===== config.mk =====
export PLATFORM = sky130hd
export DESIGN_NAME = bcd_to_bin
export DESIGN_NICKNAME = d
export VERILOG_FILES = /design/src/rtl/bcd_to_bin.sv
export SDC_FILE = /design/constraint.sdc
export NUM_CORES = 1
export LEC_CHECK = 0
export CORE_ASPECT_RATIO = 0.5
export CORE_MARGIN = 5
export CORE_UTILIZATION = 57
export CTS_CLUSTER_SIZE = 14
export DETAILED_ROUTE_END_ITERATION = 10
export PLACE_DENSITY = 0.84
export SLEW_MARGIN = 25
export SYNTH_ARGS = -nofsm -noshare
export SYNTH_HDL_FRONTEND = slang
export SYNTH_SLANG_ARGS = --single-unit

===== constraint.sdc =====
create_clock -name clk -period 3.2 [get_ports clk]
set_input_delay 0.32 -clock clk [delete_from_list [all_inputs] [get_ports clk]]
set_output_delay 0.32 -clock clk [all_outputs]
set_load 0.005 [all_outputs]

===== src/rtl/bcd_to_bin.sv =====
// Sequential 3-digit BCD to 10-bit binary converter (reverse double-dabble, 10 iterations).
// Optional invalid-digit detection is enabled by defining BCD_INVALID_CHK_EN.
module bcd_to_bin (
  input  logic       clk,
  input  logic       reset,
  input  logic       start,
  input  logic [3:0] bcd2,
  input  logic [3:0] bcd1,
  input  logic [3:0] bcd0,
  output logic       ready,
  output logic       done,
  output logic [9:0] bin,
  output logic       err
);

  typedef enum logic [1:0] {StIdle, StOp, StDone} state_e;

  state_e      state_q, state_d;
  logic [21:0] shift_q, shift_d;
  logic [21:0] shifted, iter;
  logic [3:0]  cnt_q, cnt_d;
  logic [9:0]  bin_q, bin_d;

  function automatic logic [3:0] fix_digit(input logic [3:0] f);
    return (f >= 4'd8) ? f - 4'd3 : f;
  endfunction

  // One iteration: logical right shift, then correct all three BCD fields in parallel.
  always_comb begin
    shifted = shift_q >> 1;
    iter    = {fix_digit(shifted[21:18]), fix_digit(shifted[17:14]),
               fix_digit(shifted[13:10]), shifted[9:0]};
  end

`ifdef BCD_INVALID_CHK_EN
  logic err_q, err_d;
  logic bad_digit;

  assign bad_digit = (bcd2 > 4'd9) || (bcd1 > 4'd9) || (bcd0 > 4'd9);
`endif

  always_comb begin
    state_d = state_q;
    shift_d = shift_q;
    cnt_d   = cnt_q;
    bin_d   = bin_q;
`ifdef BCD_INVALID_CHK_EN
    err_d   = err_q;
`endif
    case (state_q)
      StIdle: begin
        if (start) begin
          shift_d = {bcd2, bcd1, bcd0, 10'b0};
          cnt_d   = 4'd10;
          state_d = StOp;
`ifdef BCD_INVALID_CHK_EN
          err_d   = 1'b0;
          // Invalid digits skip the iterations and report a zero result.
          if (bad_digit) begin
            bin_d   = '0;
            err_d   = 1'b1;
            state_d = StDone;
          end
`endif
        end
      end
      StOp: begin
        shift_d = iter;
        cnt_d   = cnt_q - 4'd1;
        if (cnt_q == 4'd1) begin
          bin_d   = iter[9:0];
          state_d = StDone;
        end
      end
      StDone: begin
        state_d = StIdle;
      end
      default: begin
        state_d = StIdle;
      end
    endcase
  end

  always_ff @(posedge clk or posedge reset) begin
    if (reset) begin
      state_q <= StIdle;
      shift_q <= '0;
      cnt_q   <= '0;
      bin_q   <= '0;
    end else begin
      state_q <= state_d;
      shift_q <= shift_d;
      cnt_q   <= cnt_d;
      bin_q   <= bin_d;
    end
  end

`ifdef BCD_INVALID_CHK_EN
  always_ff @(posedge clk or posedge reset) begin
    if (reset) begin
      err_q <= 1'b0;
    end else begin
      err_q <= err_d;
    end
  end

  assign err = err_q;
`else
  assign err = 1'b0;
`endif

  assign ready = (state_q == StIdle);
  assign done  = (state_q == StDone);
  assign bin   = bin_q;

endmodule


# Word level (Yosys, flattened, before mapping)
# Cells that the tools add are included.
[classes]
add_sub_neg = 4
n_lt_le_gt_ge = 3
eq_ne = 5
muxes = 10
reduce_logical = 5
[ops]
columns = ["op", "count"]
rows = [
  ["22-bit case mux with 2 select lines", 1],
  ["22-bit 2-to-1 mux", 1],
  ["4-bit 2-to-1 mux", 4],
  ["4-bit >= comparator (second input constant)", 2],
  ["4-bit case mux with 2 select lines", 1],
  ["4-bit by 2-bit subtractor with 4-bit output (second input constant)", 2],
  ["2-bit AND reduction", 3],
  ["4-bit by 1-bit == test with 1-bit output (second input constant)", 1],
  ["3-bit by 4-bit >= comparator with 1-bit output (second input constant)", 1],
  ["2-bit 2-to-1 mux", 2],
  ["2-bit != test (second input constant)", 2],
  ["2-bit case mux with 2 select lines", 1],
  ["3-bit by 2-bit subtractor with 4-bit output (second input constant)", 1],
  ["4-bit by 1-bit subtractor with 4-bit output (second input constant)", 1],
  ["2-bit by 1-bit == test with 1-bit output (second input constant)", 1],
  ["2-bit == test (second input constant)", 1],
  ["2-bit zero test", 1],
  ["2-bit nonzero test", 1],
]
[word_totals]
register_bits = 38
in_bits = 15
out_inout_bits = 13
elab_cells = 31

# Depth between registers and ports, before layout
[logic_depth]
ltp_word = 3
depth_mapped = 6
depth_no_buf = 5

# Worst setup path before layout
# No wires, ideal clock.
[synth_path]
kind = "register -> register"
startpoint = "register cnt_q[1]"
endpoint = "register bin_q[0], in the netlist bin[0]"
setup_time_ns = 0.125
arrival_time_ns = 1.304
required_time_ns = 3.075
slack_ns = 1.770
path_stages_with_launch = 7
n_path_buf = 1
synth_period_minus_slack_ns = 1.430
path_cell_list = "dfrtp_1 inv_1 ha_1 nor3b_2 nand2_4 buf_6 mux2_4"
[synth_between]
elab_chain_len = 2
[synth_lines]
columns = ["element", "line_no", "text"]
rows = [
  ["from (decl)", "21", "logic [3:0] cnt_q, cnt_d;"],
  ["from (signal assigned)", "93", "cnt_q <= cnt_d;"],
  ["4-bit by 1-bit == test with 1-bit output", "70", "if (cnt_q == 4'd1) begin"],
  ["2-bit AND reduction (no source line)", "-", ""],
  ["to (signal assigned)", "94", "bin_q <= bin_d;"],
  ["to (decl)", "22", "logic [9:0] bin_q, bin_d;"],
]
# No other way between the ends.
# A chain may end at the register's enable or synchronous reset.

# Worst setup path in the final report
[layout_path]
startpoint = "register state_q[0]"
endpoint = "register bin_q[4], in the netlist bin[4]"
[layout_between]
elab_chain_len = 2
[layout_lines]
columns = ["element", "line_no", "text"]
rows = [
  ["from (decl)", "18", "state_e state_q, state_d;"],
  ["from (signal assigned)", "86", "state_q <= StIdle;"],
  ["from (signal assigned)", "91", "state_q <= state_d;"],
  ["2-bit by 1-bit == test with 1-bit output", "50", "case (state_q)"],
  ["2-bit AND reduction (no source line)", "-", ""],
]
# No other way between the ends.

==> results.py <==
metrics = {
    "timing": {
        "rsz0062_at_grt": "no",
        "fin_crit_ns": 1.99,
        "fmaxAchievable_ghz": 0.503,
        "drv_slew": 0,
        "finalSetupTns_ns": 0,
        "slew_headroom_pct": 36.5,
        "report.final.setup_viol": 0,
        "hold_viol_final": 0,
        "worst_pin_slew_ns": 0.952,
        "period_share_pct": 62.1,
        "skew_ns": 0.00443,
    },
    "finish": {
        "syn_to_final_growth_pct": 20.6,
        "drive_gt1_share_pct": 12.6,
        "nFillCells": 225,
        "nets": 195,
        "n_antenna_cell": 0,
        "finalNonFillerCells": 215,
    },
    "clocking": {
        "cts_buffers": 5,
        "h-tree-depth": 2,
        "clk_latency_ns": 0.29,
        "cts_setup_buffers": 0,
        "ctsResizeCount": 0,
        "cts_max_path_buffers": 2,
        "clock-root-buffer": "clkbuf_8",
        "clock_sinks": 37,
        "cts_tree": "built",
        "hold_buffers": 0,
        "cts.reportedPaths.clkPinSlew_ns": 0.08,
    },
    "floorplanning": {
        "num_io_pins": 28,
        "die_y_um": 49.6,
        "die_area_um2": 4430,
        "die_w_um": 89.3,
        "core_region_area_um2": 3010,
        "fp-row-count": 14,
        "initial_core_util_pct": 59.5,
    },
    "setup_path": {
        "path_class": "flip-flop to flip-flop",
        "crit_arrival_ns": 2.16,
        "r2r_cells": 3,
        "cp-end-kind": "flip-flop",
        "critPathLaunchType": "flip-flop",
        "worstPathRequired_ns": 3.38,
        "crit_fanout": 16,
    },
    "power": {
        "p_int_w": 0.00143,
        "clockPowerShare_pct": 19.7,
        "seq_power_share_pct": 41.6,
        "vdd_drop_max_mv": 0.442,
        "power.leakage_nw": 1.03,
        "p_total_w": 0.00214,
        "power_switching_w": 0.000718,
        "power_density_nw_per_um2": 992,
        "pwr-share-comb_pct": 38.7,
        "swShare_pct": 33.5,
    },
    "logic_synthesis": {
        "yosysSeqAreaShare_pct": 51.7,
        "synth-async-reset-ratio_pct": 100,
        "yosys_warnings": 0,
        "syn_nets": 171,
        "synthDistinctLibCells": 33,
        "synth_area_leaders": "dfrtp_1, mux2_4, mux2i_1, a22o_1, ha_1",
        "synth_top_area_share_pct": 51.7,
        "synthMostInstantiatedCell": "dfrtp_1",
        "syn_avg_cell_area_um2": 11.9,
        "syn_area_um2": 1790,
        "synthTopCellsByCount": "dfrtp_1, mux2i_1, inv_1, a22o_1, mux2_4",
        "ys.flop_type": "dfrtp_1",
        "synth_edf_count": 0,
        "ys_ff_latch": 37,
        "synth_cells": 150,
        "synth.largest_area_cell": "dfrtp_1",
    },
    "placement": {
        "dp_cells": 207,
        "place.gp.congestion": 0.755,
        "post-dp-hpwl_um": 2210,
        "io_buffers": 26,
    },
    "global_routing": {
        "grtUsageTotal_pct": 17.9,
        "antenna_found_initial": 0,
        "grt_start_max_net_pins": 27,
        "overflow": 0,
        "grt_pass1_wl_um": 6070,
        "grt_pass1_vias": 1259,
    },
    "routing": {
        "via_per_inst": 5.57,
        "post-route-drc-count": 0,
        "dr.pass1.iters": 4,
        "drt_iter0_markers": 57,
        "drt-total-wl_um": 3330,
        "vias": 1198,
        "routedWlPerCell_um": 15.5,
        "drtAntennaViolNets": 0,
    },
    "worst_hold_path": {
        "hold_path.class": "input port to async pin",
    },
    "job": {
        "drv_cap": 0,
    },
    "status": {
        "outcome": "finished, final reports clean",
    },
}
[state kept, by name, summed over array words and instances (netlist names)]
| signal | cells |
|---|---|
| state_q | 2 |
| shift_q | 21 |
| cnt_q | 4 |
| bin | 10 |
[routing by layer]
layer	wire, um	up-vias	GRT usage, %
met5	0	-	0
li1	-	564	-
met3	179	9	5.49
met2	1540	29	26.8
met4	61	0	6.93
met1	1550	596	24.3
[placed cells by master (no fill, tap or decap), types with 4 or more instances in the layout]
cell type        count
clkdlybuf4s50_1     26
a22o_1               9
inv_1               10
mux2i_1             12
nand2_1              8
mux2_4               9
nor2b_1              5
o21ai_0              8
a21oi_1              6
clkbuf_8             6
dfrtp_1             37
nor2_1               4
ha_1                 6
[stage by stage]
step / area (um2) / hold slack [ns] / worst slack, ns / utilization, %
2_1_floorplan: 1790 / 0.449 / 1.77 / -
6_report: 2160 / 0.435 / 1.21 / 71.7
3_5_place_dp: 2040 / 0.470 / 1.15 / 67.7
4_1_cts: 2160 / 0.457 / 1.21 / 71.7
5_1_grt: 2160 / 0.504 / 1.08 / 71.7
3_3_place_gp: 2040 / 0.465 / 1.19 / 67.7
[worst max-delay path, stage by stage (launching register included)]
cell,delay (ns)
dfrtp_1,0.64
and2b_1,0.60
nand2_4,0.26
mux2_4,0.36
[power groups by stage]
| stage | logic, W | clock network [W] | registers [W] |
|---|---|---|---|
| after floorplan | 0.000657 | 0 | 0.000827 |
| after global placement | 0.000790 | 0 | 0.000882 |
| after detailed placement | 0.000825 | 0 | 0.000894 |
| after CTS | 0.000842 | 0.000433 | 0.000892 |
| after global routing | 0.000924 | 0.000454 | 0.000932 |
| final | 0.000831 | 0.000422 | 0.000892 |
[logic make-up (layout without fill, tap and decap cells)]
| family | after synthesis | count (layout) | synth area share, % |
|---|---|---|---|
| compound gates | 34 | 34 | 13.3 |
| xor+xnor | 4 | 4 | 1.96 |
| other cells | 1 | 1 | 0.209 |
| buf+inv | 20 | 45 | 5.94 |
| mux | 22 | 22 | 14.9 |
| fa+ha+maj | 6 | 6 | 4.19 |
| simple gates | 26 | 26 | 7.82 |
| flops | 37 | 37 | 51.7 |
[final cells by class]
type	count	area (um2)	share of cell area (%)
sequential	37	926	42.8
inverter	10	37.5	1.74
timing repair buffer	27	268	12.4
clock inverter	2	37.5	1.74
tap	40	50.0	2.32
multi-input combinational	93	759	35.1
clock buffer	6	82.6	3.82
[worst paths after layout]
kind,startpoint,endpoint,slack [ns]
max in group asynchronous,reset,shift_q[18],2.05
hold reg to reg,shift_q[19],shift_q[19],0.49
setup / recovery,state_q[0],bin[4],1.21
min in group clk,shift_q[19],shift_q[19],0.49
hold / removal,reset,shift_q[1],0.43
setup reg to reg,state_q[0],bin[4],1.21
No activity file was read; power rests on OpenSTA's default activity.
